[config.mk]
export PLATFORM = sky130hd
export DESIGN_NAME = ms_timer_scheduler
export DESIGN_NICKNAME = d
export VERILOG_FILES = /design/src/rtl/ms_timer_scheduler.sv
export SDC_FILE = /design/constraint.sdc
export NUM_CORES = 1
export LEC_CHECK = 0
export CORE_MARGIN = 3
export CORE_UTILIZATION = 55
export CTS_CLUSTER_DIAMETER = 100
export DETAILED_ROUTE_END_ITERATION = 6
export PLACE_DENSITY = 0.75
export SLEW_MARGIN = 20
export SYNTH_ARGS = -nofsm -noshare
export SYNTH_HDL_FRONTEND = slang
export SYNTH_SLANG_ARGS = --single-unit
[constraint.sdc]
create_clock -name CLK100MHZ -period 3.14 [get_ports CLK100MHZ]
set_input_delay 0.314 -clock CLK100MHZ [delete_from_list [all_inputs] [get_ports CLK100MHZ]]
set_output_delay 0.314 -clock CLK100MHZ [all_outputs]
set_load 0.02 [all_outputs]
[src/rtl/ms_timer_scheduler.sv]
`default_nettype none
// ============================================================================
// Module   : ms_timer_scheduler
// Purpose  : One millisecond timebase shared by four countdown channels. Each
//            channel is one-shot or periodic. Expiries latch into per-channel
//            pending bits and are offered one at a time, round-robin, on a
//            valid/ack interrupt handshake. The free-running ms count and the
//            ms tick pulse are exported.
// Ports    : CLK100MHZ, rst          - clock, synchronous active-high reset
//            wr_en/wr_ch/wr_op/wr_period - channel command strobe
//                                      (op 00 stop, 01 one-shot, 10 periodic,
//                                       11 no-op)
//            irq_valid/irq_ch/irq_ack - expiry presentation handshake
//            ms_tick, mscnt           - 1-cycle ms pulse, 32-bit ms count
//            active/pending/overrun   - per-channel status
// Revision : 1.0 - initial release
// ============================================================================
module ms_timer_scheduler #(
    parameter int TICK_DIV = 100000,
    parameter int PERIOD_W = 16
) (
    input  logic                CLK100MHZ,
    input  logic                rst,
    input  logic                wr_en,
    input  logic [1:0]          wr_ch,
    input  logic [1:0]          wr_op,
    input  logic [PERIOD_W-1:0] wr_period,
    output logic                irq_valid,
    output logic [1:0]          irq_ch,
    input  logic                irq_ack,
    output logic                ms_tick,
    output logic [31:0]         mscnt,
    output logic [3:0]          active,
    output logic [3:0]          pending,
    output logic [3:0]          overrun
);

    localparam int                 c_PRESC_W   = $clog2(TICK_DIV);
    localparam logic [c_PRESC_W-1:0] c_PRESC_MAX = c_PRESC_W'(TICK_DIV - 1);
    localparam logic [PERIOD_W-1:0]  c_ONE       = PERIOD_W'(1);

    localparam logic [0:0] c_ST_IDLE    = 1'b0;
    localparam logic [0:0] c_ST_PRESENT = 1'b1;

    // ---------------- timebase ----------------
    logic [c_PRESC_W-1:0] r_presc;
    logic                 r_tick;
    logic [31:0]          r_mscnt;
    logic                 w_presc_wrap;

    assign w_presc_wrap = (r_presc == c_PRESC_MAX);

    // r_tick is high in the cycle after the prescaler sat at its last count,
    // together with the incremented mscnt; channels act on r_tick.
    always_ff @(posedge CLK100MHZ) begin
        if (rst) begin
            r_presc <= '0;
            r_tick  <= 1'b0;
            r_mscnt <= '0;
        end else if (w_presc_wrap) begin
            r_presc <= '0;
            r_tick  <= 1'b1;
            r_mscnt <= r_mscnt + 32'd1;
        end else begin
            r_presc <= r_presc + 1'b1;
            r_tick  <= 1'b0;
        end
    end

    // ---------------- channels ----------------
    logic [PERIOD_W-1:0] r_rem    [4];
    logic [PERIOD_W-1:0] r_period [4];
    logic [3:0]          r_run;
    logic [3:0]          r_mode;   // 1 = periodic
    logic [3:0]          r_pend;
    logic [3:0]          r_ovr;

    logic [3:0]          w_start;
    logic [3:0]          w_stop;
    logic [3:0]          w_expire;
    logic [3:0]          w_clr;
    logic [PERIOD_W-1:0] w_period_eff;

    logic [0:0]          r_state;
    logic [0:0]          w_state_nxt;
    logic [1:0]          r_irq_ch;
    logic [1:0]          w_irq_ch_nxt;
    logic [1:0]          r_ptr;
    logic [1:0]          w_ptr_nxt;
    logic                w_ack_fire;

    // A zero period behaves like one ms so a start never stalls.
    assign w_period_eff = (wr_period == '0) ? c_ONE : wr_period;
    assign w_ack_fire   = (r_state == c_ST_PRESENT) && irq_ack;

    always_comb begin
        w_start  = '0;
        w_stop   = '0;
        w_expire = '0;
        w_clr    = '0;
        for (int i = 0; i < 4; i++) begin
            w_start[i]  = wr_en && (wr_ch == 2'(i)) &&
                          ((wr_op == 2'b01) || (wr_op == 2'b10));
            w_stop[i]   = wr_en && (wr_ch == 2'(i)) && (wr_op == 2'b00);
            // A command to the channel in the tick cycle pre-empts the tick.
            w_expire[i] = r_tick && r_run[i] && (r_rem[i] <= c_ONE) &&
                          !w_start[i] && !w_stop[i];
            w_clr[i]    = w_ack_fire && (r_irq_ch == 2'(i));
        end
    end

    always_ff @(posedge CLK100MHZ) begin
        if (rst) begin
            r_run  <= '0;
            r_mode <= '0;
            r_pend <= '0;
            r_ovr  <= '0;
            for (int i = 0; i < 4; i++) begin
                r_rem[i]    <= '0;
                r_period[i] <= '0;
            end
        end else begin
            for (int i = 0; i < 4; i++) begin
                if (w_start[i]) begin
                    r_period[i] <= w_period_eff;
                    r_rem[i]    <= w_period_eff;
                    r_mode[i]   <= wr_op[1];
                    r_run[i]    <= 1'b1;
                end else if (w_stop[i]) begin
                    r_run[i]    <= 1'b0;
                end else if (r_tick && r_run[i]) begin
                    if (r_rem[i] > c_ONE) begin
                        r_rem[i] <= r_rem[i] - c_ONE;
                    end else if (r_mode[i]) begin
                        r_rem[i] <= r_period[i];
                    end else begin
                        r_run[i] <= 1'b0;
                    end
                end

                // A fresh expiry beats a same-cycle ack of that channel.
                if (w_stop[i]) begin
                    r_pend[i] <= 1'b0;
                    r_ovr[i]  <= 1'b0;
                end else if (w_expire[i]) begin
                    r_pend[i] <= 1'b1;
                    if (r_pend[i]) begin
                        r_ovr[i] <= 1'b1;
                    end
                end else if (w_clr[i]) begin
                    r_pend[i] <= 1'b0;
                end
            end
        end
    end

    // ---------------- interrupt presentation FSM ----------------
    logic [3:0] w_req;
    logic [1:0] w_pick;
    logic [1:0] w_idx;
    logic       w_found;

    // Channels being stopped this cycle are not eligible for selection.
    assign w_req = r_pend & ~w_stop;

    // Round-robin search: descending k so the nearest channel to r_ptr wins.
    always_comb begin
        w_pick  = r_ptr;
        w_found = 1'b0;
        w_idx   = r_ptr;
        for (int k = 3; k >= 0; k--) begin
            w_idx = r_ptr + 2'(k);
            if (w_req[w_idx]) begin
                w_pick  = w_idx;
                w_found = 1'b1;
            end
        end
    end

    always_ff @(posedge CLK100MHZ) begin
        if (rst) begin
            r_state  <= c_ST_IDLE;
            r_irq_ch <= '0;
            r_ptr    <= '0;
        end else begin
            r_state  <= w_state_nxt;
            r_irq_ch <= w_irq_ch_nxt;
            r_ptr    <= w_ptr_nxt;
        end
    end

    always_comb begin
        w_state_nxt  = r_state;
        w_irq_ch_nxt = r_irq_ch;
        w_ptr_nxt    = r_ptr;
        case (r_state)
            c_ST_IDLE: begin
                if (w_found) begin
                    w_state_nxt  = c_ST_PRESENT;
                    w_irq_ch_nxt = w_pick;
                end
            end
            default: begin
                if (irq_ack) begin
                    w_state_nxt = c_ST_IDLE;
                    w_ptr_nxt   = r_irq_ch + 2'd1;
                end else if (w_stop[r_irq_ch]) begin
                    // Presented channel was stopped: withdraw without an ack.
                    w_state_nxt = c_ST_IDLE;
                end
            end
        endcase
    end

    always_comb begin
        irq_valid = (r_state == c_ST_PRESENT);
        irq_ch    = r_irq_ch;
    end

    assign ms_tick = r_tick;
    assign mscnt   = r_mscnt;
    assign active  = r_run;
    assign pending = r_pend;
    assign overrun = r_ovr;

endmodule
`default_nettype wire

==> results of run 1 <==
[critical path, delay by kind of cell (launching register included)]
family	cells	cell delay, ns
DFF	1	0.45
and+or+nand+nor	4	1.62
AOI/OAI and AO/OA	2	0.49
[worst max path at each step]
stage	from	to	cells after the start
finish	r_rem[1][10]$_SDFFCE_PN0P_	r_rem[1][2]$_SDFFCE_PN0P_	6
floorplan	wr_op[1]	r_rem[0][0]$_SDFFCE_PN0P_	7
CTS	r_rem[0][6]$_SDFFCE_PN0P_	r_rem[0][14]$_SDFFCE_PN0P_	5
global placement	wr_op[1]	r_rem[0][7]$_SDFFCE_PN0P_	7
detailed placement	wr_op[1]	r_rem[2][2]$_SDFFCE_PN0P_	8
global route	r_rem[1][10]$_SDFFCE_PN0P_	r_rem[1][6]$_SDFFCE_PN0P_	6
[through the flow]
| stage | cells | instance area (µm²) |
|---|---|---|
| 2_1_floorplan | 946 | 9970 |
| 3_3_place_gp | 1255 | 11100 |
| 3_5_place_dp | 1255 | 11100 |
| 4_1_cts | 1287 | 11700 |
| 5_1_grt | 1287 | 11700 |
| 6_report | 1287 | 11700 |
[layout make-up]
type | instances | area (µm²) | share of cell area (%)
inverters | 33 | 124 | 1.06
clock inverters | 8 | 81.3 | 0.694
clock buffers | 24 | 537 | 4.58
repair buffers | 117 | 1050 | 8.97
flip-flops and latches | 199 | 5270 | 44.9
well taps | 225 | 282 | 2.40
multi-input cells | 681 | 4380 | 37.4
[logic make-up (layout without fill, tap and decap cells)]
family	count (synthesis)	in the layout
AOI/OAI and AO/OA	132	132
xor gates and xnor gates	92	92
adders and majority gates	15	15
buffers and inverters	66	182
DFF	199	199
muxes	9	9
and+or+nand+nor	433	433
[registers in the layout, indices dropped and copies added (netlist names)]
| signal | flops |
|---|---|
| r_period | 64 |
| r_rem | 64 |
| mscnt | 32 |
| r_presc | 17 |
| active | 4 |
| overrun | 4 |
| pending | 4 |
| r_mode | 4 |
| irq_ch | 2 |
| r_ptr | 2 |
| irq_valid | 1 |
| ms_tick | 1 |
[per-layer routing]
| metal | vias to the layer above | wire, µm | GRT usage (%) |
|---|---|---|---|
| met2 | 253 | 10200 | 35.6 |
| met1 | 3589 | 10800 | 35.0 |
| met4 | 2 | 871 | 9.74 |
| met5 | - | 9 | 0 |
| met3 | 44 | 1940 | 7.56 |
| li1 | 3630 | - | - |
[power by group]
group	internal, mW	total, mW	leakage [nW]	switching, mW
combinational	0.141	0.347	2.26	0.205
clock	1.29	2.26	0.306	0.967
sequential	2.90	2.97	1.85	0.0730
[cell usage in the layout, fill, tap and decap left out, drive strengths merged, types with 4 or more instances in the layout]
master	count
nand3b	5
clkbuf	24
buf	47
and3	12
inv	35
nor3b	10
a211o	49
and2	65
xnor2	54
or4	8
xor2	38
nor3	38
nand4b	5
ha	15
nor4	20
clkdlybuf4s50	70
edfxtp	128
nor2b	4
nand4	13
o21bai	7
a21oi	29
nand2	61
dfxtp	71
nand2b	4
mux2	7
clkinv	5
and4	5
or3	16
nand3	30
nor2	129
o21ai	19
==> impl_metrics.env, run 1 <==
export IMPL_status="complete, no violations"
export IMPL_hold_viol_final=0
export IMPL_worstSkewPairLatency_ns=0.44
export IMPL_root_buffer="clkbuf_16"
export IMPL_syn_area_per_cell_um2=10.5
export IMPL_synth_seq_area_share_pct=52.8
export IMPL_ys_top_cells_by_area="edfxtp_1 (39%), dfxtp_1 (14%), nor2_1 (4.8%), xnor2_1 (4.7%), and2_1 (4.0%)"
export IMPL_clk_transition_reported_paths_ns=0.07
export IMPL_worstPathArrival_ns=3.00
export IMPL_synthMostInstantiatedCell="edfxtp_1"
export IMPL_ys_flop_type="edfxtp_1"
export IMPL_die_area_um2=19800
export IMPL_portBuffers=71
export IMPL_syn2layout_area_growth_pct=17.6
export IMPL_core_um2=17500
export IMPL_synth_edf_count=128
export IMPL_synth_top_area_share_pct=38.6
export IMPL_gp_congestion=0.888
export IMPL_irDropWorstVdd_uv=519
export IMPL_path_max_fanout=14
export IMPL_grt_max_degree=42
export IMPL_hold_depth=3
export IMPL_drt_total_wl_um=23800
export IMPL_worstMarginPinSlew_ns=0.767
export IMPL_reg2reg_depth=6
export IMPL_synth_seq_cells=199
export IMPL_utilization_pct=66.8
export IMPL_syn_nets=985
export IMPL_fp_dieH_um=141
export IMPL_place_hpwl_um=16700
export IMPL_layout_nets=1088
export IMPL_fin_crit_sh_pct=85.8
export IMPL_io_pins=72
export IMPL_synth_top_area_cell="edfxtp_1"
export IMPL_synth_fa_ha_area_share_pct=1.88
export IMPL_slew_viol_final=0
export IMPL_firstDrtPassIters=5
export IMPL_p_leak_nw=4.41
export IMPL_grt_use_total_pct=24.7
export IMPL_vias=7518
export IMPL_worstHoldStart="rst"
export IMPL_drv_cap=0
export IMPL_r2r_end="r_rem[1][2]$_SDFFCE_PN0P_"
export IMPL_synth_area_um2=9970
export IMPL_fin_hold_ws_ns=0.245
export IMPL_synth_top_family_by_area="simple AND/OR/NAND/NOR gates"
export IMPL_skew_ns=0.00822
export IMPL_wl_per_cell_um=18.5
export IMPL_crit_chain="nor4_1 -> nor3b_1 -> o2111ai_1 -> nor2_2 -> and3_1 -> a211o_1"
export IMPL_drtIter0Drc=493
export IMPL_rows=48
export IMPL_synth_compound_area_share_pct=9.80
export IMPL_rsz0062_at_grt="no"
export IMPL_period_minus_slack_ns=2.69
export IMPL_cts_sinks=199
export IMPL_htree_levels=4
export IMPL_hold_end="r_mode[2]$_SDFFE_PP0P_"
export IMPL_start_util_pct=56.8
export IMPL_synth_xor_area_share_pct=8.08
export IMPL_antenna_found_initial=1
export IMPL_via_per_inst=5.84
export IMPL_path_class="flip-flop to flip-flop"
export IMPL_ys_top_cells_by_count="edfxtp_1 (128), nor2_1 (127), dfxtp_1 (71)"
export IMPL_grt_overflow=0
export IMPL_fmax_ghz=0.371
export IMPL_n_antenna_cell=0
export IMPL_fin_setup_tns_ns=0
export IMPL_max_slew_margin_rel_pct=48.2
export IMPL_cts_resized_gates=0
export IMPL_cts_buffers=17
export IMPL_muxShareOfSynthArea_pct=1.03
export IMPL_slowest_delay_ns=0.58
export IMPL_fin_ws_ns=0.446
export IMPL_cp_start_kind="flip-flop"
export IMPL_synth_distinct_cells=74
export IMPL_endpoint_kind="flip-flop"
export IMPL_syn_inst=946
export IMPL_ys_async_sr_fraction_pct=0
export IMPL_required_ns=3.45
export IMPL_powerDensity_nw_per_um2=476
export IMPL_die_w_um=141
export IMPL_cts_hold_buf=0
export IMPL_yosys_warnings=0
export IMPL_hold_class="input pin to flip-flop"
export IMPL_drive_above_1_share_pct=10.2
export IMPL_worstReg2RegStart="r_rem[1][10]$_SDFFCE_PN0P_"
export IMPL_setup_viol=0
export IMPL_synthSimpleGateAreaFrac_pct=23.1
export IMPL_cts_max_path_buffers=2
export IMPL_grt_pass1_vias=7166
export IMPL_finalPower_mw=5.57
export IMPL_ant_nets=0
export IMPL_slowest_stage="and3_1"
export IMPL_fill_cells=1393
export IMPL_grt_pass1_wl_um=38400
export IMPL_r2r_slack_ns=0.45
export IMPL_cts_tree="built"
export IMPL_post_cts_buffers=0
export IMPL_drc=0
export IMPL_preCtsSetupSlack_ns=0.156
(Power assumes the default switching activity.)
==> run 2, diff against run 1 <==
--- a/config.mk
+++ b/config.mk
@@ -7,6 +7,7 @@
 export LEC_CHECK = 0
 export CORE_MARGIN = 3
 export CORE_UTILIZATION = 55
+export CTS_BUF_LIST = sky130_fd_sc_hd__clkbuf_8 sky130_fd_sc_hd__clkbuf_16
 export CTS_CLUSTER_DIAMETER = 100
 export DETAILED_ROUTE_END_ITERATION = 6
 export PLACE_DENSITY = 0.75
==> constraint.sdc (replaced) <==
create_clock -name CLK100MHZ -period 2.89 [get_ports CLK100MHZ]
set_input_delay 0.289 -clock CLK100MHZ [delete_from_list [all_inputs] [get_ports CLK100MHZ]]
set_output_delay 0.289 -clock CLK100MHZ [all_outputs]
set_load 0.02 [all_outputs]
==> run 2 against run 1 <==
Net effect:
- setup slack lost 0.22 ns
- first-iteration DRC count is 1.2% lower
- sequential share of layout area is 0.45 points lower
- critical path type unchanged
- largest cell class unchanged
- largest power group unchanged
==> impl_metrics.env, run 2 (synthesized netlist as in run 1, its figures left out) <==
export IMPL_status="complete, no violations"
export IMPL_cts_hold_buf=0
export IMPL_fin_setup_tns_ns=0
export IMPL_placedCellCount=1266
export IMPL_irDropWorstVdd_uv=430
export IMPL_root_buffer="clkbuf_16"
export IMPL_fin_hold_ws_ns=0.138
export IMPL_io_pins=72
export IMPL_die_w_um=141
export IMPL_via_per_inst=5.77
export IMPL_post_cts_buffers=0
export IMPL_final_common_cell="edfxtp_1"
export IMPL_r2r_end="r_rem[1][8]$_SDFFCE_PN0P_"
export IMPL_grt_pass1_wl_um=38700
export IMPL_path_max_fanout=14
export IMPL_fmax_ghz=0.376
export IMPL_r2r_slack_ns=0.23
export IMPL_reg2reg_depth=6
export IMPL_drt_total_wl_um=24000
export IMPL_path_class="flip-flop to flip-flop"
export IMPL_cp_start_kind="flip-flop"
export IMPL_period_minus_slack_ns=2.66
export IMPL_final_cell_area_um2=11800
export IMPL_worstMarginPinSlew_ns=0.680
export IMPL_hold_class="input pin to flip-flop"
export IMPL_seqPwrFrac_pct=52.8
export IMPL_hold_end="overrun[0]$_SDFFE_PP0P_"
export IMPL_core_um2=17500
export IMPL_fin_crit_sh_pct=92.1
export IMPL_htree_levels=4
export IMPL_p_leak_nw=4.48
export IMPL_rsz0062_at_grt="no"
export IMPL_skew_ns=0.0147
export IMPL_power_switching_mw=1.42
export IMPL_antenna_found_initial=0
export IMPL_finalPower_mw=6.11
export IMPL_worstSkewPairLatency_ns=0.44
export IMPL_die_area_um2=19800
export IMPL_p_clk_share_pct=40.8
export IMPL_layout_nets=1099
export IMPL_clk_transition_reported_paths_ns=0.07
export IMPL_fill_cells=1377
export IMPL_hold_depth=2
export IMPL_n_antenna_cell=0
export IMPL_worstReg2RegStart="r_rem[1][2]$_SDFFCE_PN0P_"
export IMPL_preCtsSetupSlack_ns=0.0788
export IMPL_rows=48
export IMPL_fp_dieH_um=141
export IMPL_drtIter0Drc=487
export IMPL_gp_congestion=0.867
export IMPL_start_util_pct=56.8
export IMPL_most_common_layout_cells="edfxtp_1 (128), nor2_1 (127), dfxtp_1 (71)"
export IMPL_wl_per_cell_um=18.5
export IMPL_firstDrtPassIters=5
export IMPL_hold_viol_final=0
export IMPL_cts_resized_gates=0
export IMPL_drive_above_1_share_pct=11.3
export IMPL_max_slew_margin_rel_pct=54.2
export IMPL_place_hpwl_um=16900
export IMPL_place_area_um2=11200
export IMPL_drv_cap=0
export IMPL_fin_ws_ns=0.228
export IMPL_grt_max_degree=49
export IMPL_vias=7488
export IMPL_cts_buffers=17
export IMPL_slew_viol_final=0
export IMPL_grt_pass1_vias=7234
export IMPL_required_ns=3.19
export IMPL_grt_use_total_pct=24.8
export IMPL_ant_nets=0
export IMPL_powerDensity_nw_per_um2=516
export IMPL_combPwrFrac_pct=6.4
export IMPL_grt_overflow=0
export IMPL_cts_max_path_buffers=2
export IMPL_cts_sinks=199
export IMPL_setup_viol=0
export IMPL_cts_tree="built"
export IMPL_endpoint_kind="flip-flop"
export IMPL_layout_cells_non_filler=1298
export IMPL_worstPathArrival_ns=2.97
export IMPL_utilization_pct=67.5
export IMPL_drc=0
export IMPL_p_int_mw=4.69
export IMPL_syn2layout_area_growth_pct=18.7
export IMPL_portBuffers=71
export IMPL_worstHoldStart="rst"
export IMPL_switching_share_pct=23.2
## run 2: worst max-delay path, cell delays in order, from the launching register on
cell and delay [ns]:
edfxtp_1 0.45, or4_4 0.60, nor3_2 0.20, o2111ai_1 0.24
nor2_2 0.23, and3_1 0.59, a211o_1 0.22
## run 2: worst max-delay path by stage
| stage | start | endpoint | slack (ns) | depth (start not counted) |
|---|---|---|---|---|
| finish | r_rem[1][2]$_SDFFCE_PN0P_ | r_rem[1][8]$_SDFFCE_PN0P_ | 0.23 | 6 |
| global route | r_rem[1][2]$_SDFFCE_PN0P_ | r_rem[1][8]$_SDFFCE_PN0P_ | 0.04 | 6 |
| CTS | r_rem[1][2]$_SDFFCE_PN0P_ | r_rem[1][8]$_SDFFCE_PN0P_ | 0.24 | 6 |
| detailed placement | wr_op[1] | r_rem[2][5]$_SDFFCE_PN0P_ | 0.08 | 9 |
| global placement | wr_op[1] | r_rem[2][5]$_SDFFCE_PN0P_ | 0.1 | 9 |
| floorplan | wr_op[1] | r_rem[0][0]$_SDFFCE_PN0P_ | 0.12 | 7 |
## run 2: area by class of cell
cell class / instances / area (µm²) / share of cell area (%)
multi-input cells: 681 / 4380 / 37.0
clock buffers: 19 / 464 / 3.92
clock inverters: 13 / 151 / 1.28
well taps: 225 / 282 / 2.38
flip-flops and latches: 199 / 5270 / 44.5
inverters: 33 / 124 / 1.05
repair buffers: 128 / 1170 / 9.90
## run 2: metal layers
metal  up-vias  track usage (%)  wire length [µm]
met5         -                0                 0
met4         0             10.7               992
met3        34             7.46              1900
met2       223             37.2             10500
met1      3578             33.5             10600
li1       3653                -                 -
## run 2: power by group through the flow
stage,Sequential (mW),Clock [mW],Combinational (mW)
final,3.23,2.49,0.391
after global routing,3.24,2.65,0.426
after CTS,3.23,2.53,0.390
after detailed placement,3.29,0,0.385
after global placement,3.28,0,0.382
after floorplan,3.27,0,0.208
==> run 3, diff against run 2 <==
--- a/config.mk
+++ b/config.mk
@@ -5,12 +5,14 @@
 export SDC_FILE = /design/constraint.sdc
 export NUM_CORES = 1
 export LEC_CHECK = 0
+export CELL_PAD_IN_SITES_DETAIL_PLACEMENT = 0
+export CELL_PAD_IN_SITES_GLOBAL_PLACEMENT = 2
 export CORE_MARGIN = 3
-export CORE_UTILIZATION = 55
+export CORE_UTILIZATION = 39
 export CTS_BUF_LIST = sky130_fd_sc_hd__clkbuf_8 sky130_fd_sc_hd__clkbuf_16
 export CTS_CLUSTER_DIAMETER = 100
 export DETAILED_ROUTE_END_ITERATION = 6
-export PLACE_DENSITY = 0.75
+export PLACE_DENSITY_LB_ADDON = 0.1
 export SLEW_MARGIN = 20
 export SYNTH_ARGS = -nofsm -noshare
 export SYNTH_HDL_FRONTEND = slang
==> run 3 against run 2 <==
Net effect:
- maximum frequency is 0.70% lower
- combinational power is 5.1% higher
- utilization shrank 19 points
- clock power down 6%
- non-clock buffer count up 14
- clock skew up 0.0010 ns
- sequential power hardly changed
- clock-buffer cell count down 1
- critical path depth is 1 higher
- sequential share of layout area decreased by 0.92 points
- register-to-register slack worse by 0.02 ns
- critical path type unchanged
- critical endpoint is now r_rem[0][15]$_SDFFCE_PN0P_
- largest power group unchanged
==> impl_metrics.env, run 3 (synthesized netlist as in run 1, its figures left out) <==
export IMPL_start_util_pct=40.3
export IMPL_place_hpwl_um=18400
export IMPL_grt_pass1_wl_um=42000
export IMPL_htree_levels=4
export IMPL_crit_chain="or4_4 -> nor4_4 -> o2111a_2 -> or4_1 -> buf_4 -> o21bai_1 -> mux2_4"
export IMPL_grt_pass1_vias=7442
export IMPL_fmax_ghz=0.373
export IMPL_cts_buffers=17
export IMPL_antenna_found_initial=0
export IMPL_cts_max_path_buffers=2
export IMPL_most_common_layout_cells="edfxtp_1 (128), nor2_1 (127), dfxtp_1 (71)"
export IMPL_status="complete, no violations"
export IMPL_rsz0062_at_grt="no"
export IMPL_slowest_stage="or4_4"
export IMPL_worstSkewPairLatency_ns=0.44
export IMPL_irDropWorstVdd_uv=281
export IMPL_drtIter0Drc=387
export IMPL_wl_per_cell_um=18.4
export IMPL_place_area_um2=11500
export IMPL_gp_congestion=0.800
export IMPL_die_area_um2=27500
export IMPL_final_common_cell="edfxtp_1"
export IMPL_path_max_fanout=16
export IMPL_fill_cells=2303
export IMPL_core_um2=24700
export IMPL_cts_sinks=199
export IMPL_worstPathArrival_ns=2.86
export IMPL_layout_nets=1113
export IMPL_portBuffers=71
export IMPL_slowest_delay_ns=0.60
export IMPL_cts_tree="built"
export IMPL_vias=7299
export IMPL_syn2layout_area_growth_pct=21.2
export IMPL_worstMarginPinSlew_ns=0.813
export IMPL_drive_above_1_share_pct=12.5
export IMPL_rows=57
export IMPL_drv_cap=0
export IMPL_drc=0
export IMPL_utilization_pct=48.8
export IMPL_max_slew_margin_rel_pct=45.4
export IMPL_path_class="flip-flop to flip-flop"
export IMPL_die_w_um=166
export IMPL_endpoint_kind="flip-flop"
export IMPL_firstDrtPassIters=5
export IMPL_fin_crit_sh_pct=92.8
export IMPL_cts_hold_buf=0
export IMPL_root_buffer="clkbuf_16"
export IMPL_fp_dieH_um=166
export IMPL_io_pins=72
export IMPL_final_cell_area_um2=12100
export IMPL_cp_start_kind="flip-flop"
export IMPL_grt_use_total_pct=19.1
export IMPL_skew_ns=0.0157
export IMPL_hold_class="input pin to flip-flop"
export IMPL_setup_viol=0
export IMPL_period_minus_slack_ns=2.68
export IMPL_drt_total_wl_um=26000
export IMPL_required_ns=3.07
export IMPL_p_leak_nw=4.55
export IMPL_post_cts_buffers=0
export IMPL_clk_transition_reported_paths_ns=0.08
export IMPL_slew_viol_final=0
export IMPL_powerDensity_nw_per_um2=494
export IMPL_hold_viol_final=0
export IMPL_ant_nets=0
export IMPL_cts_resized_gates=0
export IMPL_via_per_inst=5.17
export IMPL_grt_overflow=0
export IMPL_grt_max_degree=48
## run 3: cell count changes in the layout (fill, tap and decap cells not counted), moves of 2 or more
cell | previous run | this run
buf_12 | 3 | 8
buf_4 | 54 | 63
bufinv_16 | 2 | 0
clkinv_2 | 0 | 3
clkinv_8 | 0 | 2
## run 3: report_power, final
part / internal [mW] / switching (mW)
clock network: 1.17 / 1.17
logic: 0.175 / 0.236
registers: 3.15 / 0.0775
total: 4.49 / 1.48
## run 3: final cells by class
cell class                      instances  area [µm²]  share of cell area [%]
Clock inverter                         14         131                    1.09
Inverter                               33         124                    1.03
Clock buffer                           18         439                    3.63
Sequential cell                       199        5270                    43.6
Timing Repair Buffer                  142        1340                    11.1
Multi-Input combinational cell        681        4380                    36.2
Tap cell                              324         405                    3.35
Antenna cell                            1        2.50                  0.0207
## run 3: final timing paths
kind | cells past startpoint | start | slack (ns) | endpoint
hold reg to reg | 1 | r_presc[0]$_SDFF_PP0_ | 0.47 | r_presc[0]$_SDFF_PP0_
hold / removal | 2 | rst | 0.16 | r_mode[0]$_SDFFE_PP0P_
setup / recovery | 7 | r_rem[0][7]$_SDFFCE_PN0P_ | 0.21 | r_rem[0][15]$_SDFFCE_PN0P_
setup reg to reg | 7 | r_rem[0][7]$_SDFFCE_PN0P_ | 0.21 | r_rem[0][15]$_SDFFCE_PN0P_
## run 3: metrics by stage
step                setup WS, ns  std cells  hold slack, ns  setup TNS, ns  total power, mW
floorplan                  0.124        946           0.425              0             3.48
global placement         -0.0786       1379           0.446          -1.25             3.70
detailed placement        -0.137       1379           0.466          -2.17             3.70
CTS                        0.197       1411           0.151              0             6.04
global route              0.0956       1411           0.177              0             6.19
finish                     0.209       1412           0.162              0             5.97
## run 3: critical path: cells and delay by family, from the launching register on
kind                   cells  cell delay [ns]
DFF                        1             0.46
muxes                      1             0.26
and+or+nand+nor            3             1.02
AOI/OAI and AO/OA          2             0.45
buffers and inverters      1             0.24
## run 3: layer usage
layer	global-route usage, %	wire (µm)	vias to the layer above
li1	-	-	3674
met1	27.1	12900	3476
met2	29.6	11600	126
met3	4.24	1000	23
met4	5.61	527	0
met5	0	0	-
